[src/rtl/lut_mac_sequencer_pkg.sv]
// Shared constants and types for the LUT multiply-accumulate sequencer and
// the odd-multiple LUT constant multiplier it feeds.
package lut_mac_sequencer_pkg;

    localparam int A     = 32;  // fixed multiplier coefficient
    localparam int L     = 5;   // operand width (multiplier X bus)
    localparam int P_W   = 11;  // multiplier product width
    localparam int ACC_W = 14;  // accumulator / result width
    localparam int CNT_W = 5;   // sample counter width

    localparam logic [ACC_W-1:0] ACC_MAX = '1;
    localparam logic [CNT_W-1:0] CNT_MAX = '1;

    typedef enum logic [1:0] {
        ST_ACC   = 2'd0,
        ST_DRAIN = 2'd1,
        ST_HOLD  = 2'd2
    } state_t;

    // Observable internals of the sequencer pipeline.
    typedef struct packed {
        state_t state;
        logic   pend;
        logic   pend_last;
    } dbg_t;

endpackage

[src/rtl/lut_mac_sequencer_if.sv]
// Bus bundle for the sequencer: sample input, multiplier side-band and
// frame result output.
interface lut_mac_sequencer_if;
    import lut_mac_sequencer_pkg::*;

    // Both handshakes: a transfer happens on a rising clk edge where valid
    // and ready are both high. A source holds valid and its payload stable
    // until that edge; ready may be asserted independently of valid.
    logic             in_valid;
    logic             in_ready;
    logic [L-1:0]     in_x;
    logic             in_last;

    logic [L-1:0]     mul_x;
    logic [P_W-1:0]   mul_product;

    logic             out_valid;
    logic             out_ready;
    logic [ACC_W-1:0] out_sum;
    logic [CNT_W-1:0] out_count;
    logic             out_ovf;

    modport slave (
        input  in_valid, in_x, in_last, mul_product, out_ready,
        output in_ready, mul_x, out_valid, out_sum, out_count, out_ovf
    );

    modport master (
        output in_valid, in_x, in_last, mul_product, out_ready,
        input  in_ready, mul_x, out_valid, out_sum, out_count, out_ovf
    );

endinterface

[src/rtl/lut_mac_sequencer_sat_accum.sv]
// Saturating accumulator register: adds an unsigned addend when enabled,
// clamps at all-ones and raises a sticky saturation flag until cleared.
module sat_accum
    import lut_mac_sequencer_pkg::*;
#(
    parameter int W    = ACC_W,
    parameter int IN_W = P_W
)
(
    input  logic            clk,
    input  logic            reset,
    input  logic            clear,
    input  logic            en,
    input  logic [IN_W-1:0] addend,
    output logic [W-1:0]    sum,
    output logic            sat
);

    // One extra bit so the carry out marks a result above the W-bit range.
    logic [W:0] sum_ext;

    assign sum_ext = {1'b0, sum} + {{(W+1-IN_W){1'b0}}, addend};

    always_ff @(posedge clk) begin
        if (reset || clear) begin
            sum <= '0;
            sat <= 1'b0;
        end else if (en) begin
            if (sum_ext[W]) begin
                sum <= '1;
                sat <= 1'b1;
            end else begin
                sum <= sum_ext[W-1:0];
            end
        end
    end

endmodule

[src/rtl/lut_mac_sequencer.sv]
// Streaming MAC front end: registers samples onto the LUT multiplier X bus,
// accumulates the returned products per frame and hands out the frame result.
module lut_mac_sequencer
    import lut_mac_sequencer_pkg::*;
(
    input  logic                clk,
    input  logic                reset,
    lut_mac_sequencer_if.slave  bus,
    output dbg_t                dbg
);

    state_t           state_q;
    state_t           state_d;
    logic             in_ready_c;
    logic             out_valid_c;
    logic             clear_frame;
    logic             accept;

    logic [L-1:0]     mul_x_q;
    logic             pend_q;
    logic             pend_last_q;
    logic [CNT_W-1:0] cnt_q;
    logic             cnt_sat_q;
    logic [ACC_W-1:0] acc;
    logic             acc_sat;

    assign accept = bus.in_valid && in_ready_c;

    always_ff @(posedge clk) begin
        if (reset) begin
            state_q <= ST_ACC;
        end else begin
            state_q <= state_d;
        end
    end

    always_comb begin
        state_d     = state_q;
        in_ready_c  = 1'b0;
        out_valid_c = 1'b0;
        clear_frame = 1'b0;
        case (state_q)
            ST_ACC: begin
                in_ready_c = 1'b1;
                if (accept && bus.in_last) begin
                    state_d = ST_DRAIN;
                end
            end
            // The last sample's product is on mul_product this cycle.
            ST_DRAIN: begin
                state_d = ST_HOLD;
            end
            ST_HOLD: begin
                out_valid_c = 1'b1;
                if (bus.out_ready) begin
                    state_d     = ST_ACC;
                    clear_frame = 1'b1;
                end
            end
            default: begin
                state_d = ST_ACC;
            end
        endcase
    end

    // pend marks that mul_x changed last cycle, so mul_product is valid now.
    always_ff @(posedge clk) begin
        if (reset) begin
            mul_x_q     <= '0;
            pend_q      <= 1'b0;
            pend_last_q <= 1'b0;
        end else if (accept) begin
            mul_x_q     <= bus.in_x;
            pend_q      <= 1'b1;
            pend_last_q <= bus.in_last;
        end else begin
            pend_q      <= 1'b0;
        end
    end

    always_ff @(posedge clk) begin
        if (reset || clear_frame) begin
            cnt_q     <= '0;
            cnt_sat_q <= 1'b0;
        end else if (accept) begin
            if (cnt_q == CNT_MAX) begin
                cnt_sat_q <= 1'b1;
            end else begin
                cnt_q <= cnt_q + 1'b1;
            end
        end
    end

    sat_accum #(
        .W    (ACC_W),
        .IN_W (P_W)
    ) u_sat_accum (
        .clk    (clk),
        .reset  (reset),
        .clear  (clear_frame),
        .en     (pend_q),
        .addend (bus.mul_product),
        .sum    (acc),
        .sat    (acc_sat)
    );

    assign bus.in_ready  = in_ready_c;
    assign bus.mul_x     = mul_x_q;
    assign bus.out_valid = out_valid_c;
    assign bus.out_sum   = acc;
    assign bus.out_count = cnt_q;
    assign bus.out_ovf   = acc_sat || cnt_sat_q;

    assign dbg.state     = state_q;
    assign dbg.pend      = pend_q;
    assign dbg.pend_last = pend_last_q;

endmodule

[src/flat_wrapper.sv]
// flat-port wrapper written by rule: the top's interface ports become plain ports
module lut_mac_sequencer_flat import lut_mac_sequencer_pkg::*;
  (clk, reset, dbg, bus_in_valid, bus_in_x, bus_in_last, bus_mul_product, bus_out_ready, bus_in_ready, bus_mul_x, bus_out_valid, bus_out_sum, bus_out_count, bus_out_ovf);
  lut_mac_sequencer_if bus_i ();
  input  logic clk;
  input  logic reset;
  output dbg_t dbg;
  input wire logic [$bits(bus_i.in_valid)-1:0] bus_in_valid;
  input wire logic [$bits(bus_i.in_x)-1:0] bus_in_x;
  input wire logic [$bits(bus_i.in_last)-1:0] bus_in_last;
  input wire logic [$bits(bus_i.mul_product)-1:0] bus_mul_product;
  input wire logic [$bits(bus_i.out_ready)-1:0] bus_out_ready;
  output wire logic [$bits(bus_i.in_ready)-1:0] bus_in_ready;
  output wire logic [$bits(bus_i.mul_x)-1:0] bus_mul_x;
  output wire logic [$bits(bus_i.out_valid)-1:0] bus_out_valid;
  output wire logic [$bits(bus_i.out_sum)-1:0] bus_out_sum;
  output wire logic [$bits(bus_i.out_count)-1:0] bus_out_count;
  output wire logic [$bits(bus_i.out_ovf)-1:0] bus_out_ovf;
  assign bus_i.in_valid = bus_in_valid;
  assign bus_i.in_x = bus_in_x;
  assign bus_i.in_last = bus_in_last;
  assign bus_i.mul_product = bus_mul_product;
  assign bus_i.out_ready = bus_out_ready;
  assign bus_in_ready = bus_i.in_ready;
  assign bus_mul_x = bus_i.mul_x;
  assign bus_out_valid = bus_i.out_valid;
  assign bus_out_sum = bus_i.out_sum;
  assign bus_out_count = bus_i.out_count;
  assign bus_out_ovf = bus_i.out_ovf;
  lut_mac_sequencer u_core (.clk(clk), .reset(reset), .bus(bus_i), .dbg(dbg));
endmodule
[config.mk]
export PLATFORM = sky130hd
export DESIGN_NAME = lut_mac_sequencer_flat
export DESIGN_NICKNAME = d
export VERILOG_FILES = /design/src/rtl/lut_mac_sequencer_pkg.sv /design/src/rtl/lut_mac_sequencer_if.sv /design/src/rtl/lut_mac_sequencer_sat_accum.sv /design/src/rtl/lut_mac_sequencer.sv /design/src/flat_wrapper.sv
export SDC_FILE = /design/constraint.sdc
export NUM_CORES = 1
export LEC_CHECK = 0
export CAP_MARGIN = 5
export CORE_ASPECT_RATIO = 0.8
export CORE_MARGIN = 2
export CORE_UTILIZATION = 50
export CTS_CLUSTER_DIAMETER = 50
export DETAILED_ROUTE_END_ITERATION = 16
export PLACE_DENSITY = 0.85
export SYNTH_ARGS = -nofsm -noshare
export SYNTH_HDL_FRONTEND = slang
export SYNTH_HIERARCHICAL = 1
export SYNTH_SLANG_ARGS = --single-unit
[constraint.sdc]
create_clock -name clk -period 6.7 [get_ports clk]
set_input_delay 1.005 -clock clk [delete_from_list [all_inputs] [get_ports clk]]
set_output_delay 1.005 -clock clk [all_outputs]
set_load 0.01 [all_outputs]
==> summary.txt <==
wire length per cell - 14.06 µm
clk root buf - clkbuf_8
final-report hold violation count - 0
antenna cells - 0
filler instances - 258
syn avg cell area - 8.726 µm²
final non-filler cell total - 286
Synth area leaders - dfxtp_1 (35%), ha_1 (9.6%), a21oi_1 (6.8%)
post-route ant nets - 0
measured slew at the worst slew-check pin - 0.8777 ns
vias in the first global route - 1,405
first-pass GRT wire length - 6548 µm
drt pass-1 iters - 4
Longest Clk Path Bufs - 2
# IOs - 52
Synth Register Bits - 30
fin util - 0.7325
EDFF count, synth - 0
PD cells - 204.0 nW/µm²
Iter 0 DRT Violations - 118
Hold WC Path Type - reg2reg
Hold Buf Count CTS - 0
required time of the critical path - 6.85 ns
wirelength, routed - 4021 µm
share of layout cells above drive strength 1 - 0.07724
number of setup buffers added after CTS - 0
CTS clk-pin slew, worst paths - 0.07 ns
Post-synth ARST share - 0
Tot Pwr - 0.4713 mW
Total Neg Setup Slack - 0 ns
LEAKAGE - 0.9168 nW
top_reg_cell synth - dfxtp_1
worst skew pair latency - 0.28 ns
largest net degree at the start of global routing - 17
Layout Skew - 0.006945 ns
final setup vio count - 0
placed insts - 278
post-layout min period - 3.395 ns
max-cap violations - 0
combinational share of power - 0.259
post-synthesis cell count - 194
CTS buffer count - 5
Max Fclk - 294.6 MHz
Die H - 56.05 µm
slew margin rel. - 0.4127
CP Capture Type - flop
CP max stage delay - 0.44 ns
synthesized net count - 229
Max H-tree Level - 2
CTS sink count - 30
Area Growth Syn to Fin - 36.44%
IO buf count - 51
top-area cell type share of the netlist area - 0.3548
fin area - 2310 µm²
CP max FO - 11
unrepaired setup endpoints after global routing - no
Slew Limit Fails - 0
Buf/Inv on CP - 1
Placeable Area - 3153 µm²
count leader, synth - dfxtp_1
Via density - 5.573
Peak supply drop - 0.1410 mV
initial antenna violation count - 0
CTS tree - built
top cells by count, synth - dfxtp_1 (30), a21oi_1 (23), nor2_1 (22)
NumNets Final - 280
number of library cell types mapped by synthesis - 42
leading area contributor after synthesis - dfxtp_1
FP Rows - 18
worst-path cell chain - clkdlybuf4s50_1 -> ha_1 -> fa_1 -> a211oi_1 -> o21ai_1 -> a21o_1 -> a21oi_2 -> o31a_1 -> a21oi_1
Worst Path Arrival - 3.54 ns
status - completed
Worst Setup Start Kind - input port
total grt overflow - 0
total number of vias - 1,594
sequential cell area fraction in the yosys report - 0.3548
Reg power frac - 0.424
CP max-delay cell - fa_1
Cell Area, Synth - 1693 µm²
Worst path top cell family by delay - compound AO/OA/AOI/OAI gates
die width - 69.06 µm
DRC - 0
HPWL Detailed - 2908 µm
total track usage - 0.2120
Clock power frac - 0.317
P_sw - 0.1360 mW
RD Place Congestion - 0.8035
initial core utilization - 0.5369
internal power - 0.3353 mW
Syn. warnings - 6
sw frac - 0.2886
Placement Cell Area - 2218 µm²
Tcrit/Tclk final - 0.5067
post_cts resized - 0
Die ar. - 3870 µm²
Crit Path Category - in2reg
power groups by stage:
stage / clock network (mW) / logic, mW / registers, mW
after detailed placement: 0 / 0.121 / 0.204
after global routing: 0.161 / 0.134 / 0.202
after CTS: 0.151 / 0.122 / 0.200
final: 0.149 / 0.122 / 0.200
after global placement: 0 / 0.118 / 0.204
after floorplan: 0 / 0.0704 / 0.206
state kept, by name, summed over array words and instances, names as in the netlist:
signal,cells
u_core/u_sat_accum/sum,14
u_core/bus.mul_x,5
u_core/bus.out_count,5
u_core/state_q,2
u_core/cnt_sat_q,1
u_core/pend_last_q,1
u_core/pend_q,1
u_core/u_sat_accum/sat,1
layout by cell type (no fill, tap or decap), types with 3 or more instances in the layout:
cell type         n
clkdlybuf4s50_1  51
dfxtp_1          30
a21oi_1          23
nor2_1           22
o21ai_0          19
ha_1             13
mux2i_1           8
nand2_1           8
clkbuf_8          6
inv_1             6
xor2_1            6
xnor2_1           4
o21ai_1           4
nor2b_1           3
a21o_1            3
logic make-up (layout without fill, tap and decap cells):
| group | Yosys count | count (layout) | synth area share |
|---|---|---|---|
| AOI/OAI and AO/OA | 66 | 66 | 0.2402 |
| xor gates and xnor gates | 10 | 10 | 0.05173 |
| adders and majority gates | 14 | 14 | 0.1079 |
| buffers and inverters | 14 | 66 | 0.03843 |
| DFF | 30 | 30 | 0.3548 |
| muxes | 9 | 9 | 0.05617 |
| and+or+nand+nor | 51 | 51 | 0.1508 |
layer usage:
metal	vias up	share of wire	GRT usage
met3	7	0.060	0.05072
li1	797	-	-
met2	47	0.46	0.3283
met5	-	0	0
met1	743	0.47	0.2843
met4	0	0.014	0.08403
through the flow:
stage / setup WS, ns / hold slack (ns)
after floorplan: 3.808 / 0.4293
after global placement: 3.132 / 0.4469
after detailed placement: 3.037 / 0.4530
after CTS: 3.322 / 0.4670
after global routing: 3.179 / 0.4755
final: 3.305 / 0.4674
worst paths after layout:
kind	start	endpoint	slack, ns	depth (start not counted)
worst min-delay path	u_core/u_sat_accum/sat	u_core/u_sat_accum/sat	0.47	1
worst max register to register	u_core/u_sat_accum/sum[0]	u_core/u_sat_accum/sum[3]	4.11	8
worst max-delay path	bus_mul_product[0]	u_core/u_sat_accum/sum[3]	3.31	9
worst min register to register	u_core/u_sat_accum/sat	u_core/u_sat_accum/sat	0.47	1
area by class of cell:
type,instances,area [µm²],area share
clock buffers,7,86.33,0.03738
inverters,6,22.52,0.009751
flip-flops and latches,30,600.6,0.2600
repair buffers,52,518.0,0.2243
multi-input cells,150,1027,0.4447
clock inverters,1,5.005,0.002167
well taps,40,50.05,0.02167
Note: power is estimated with default switching activity, not from simulation.
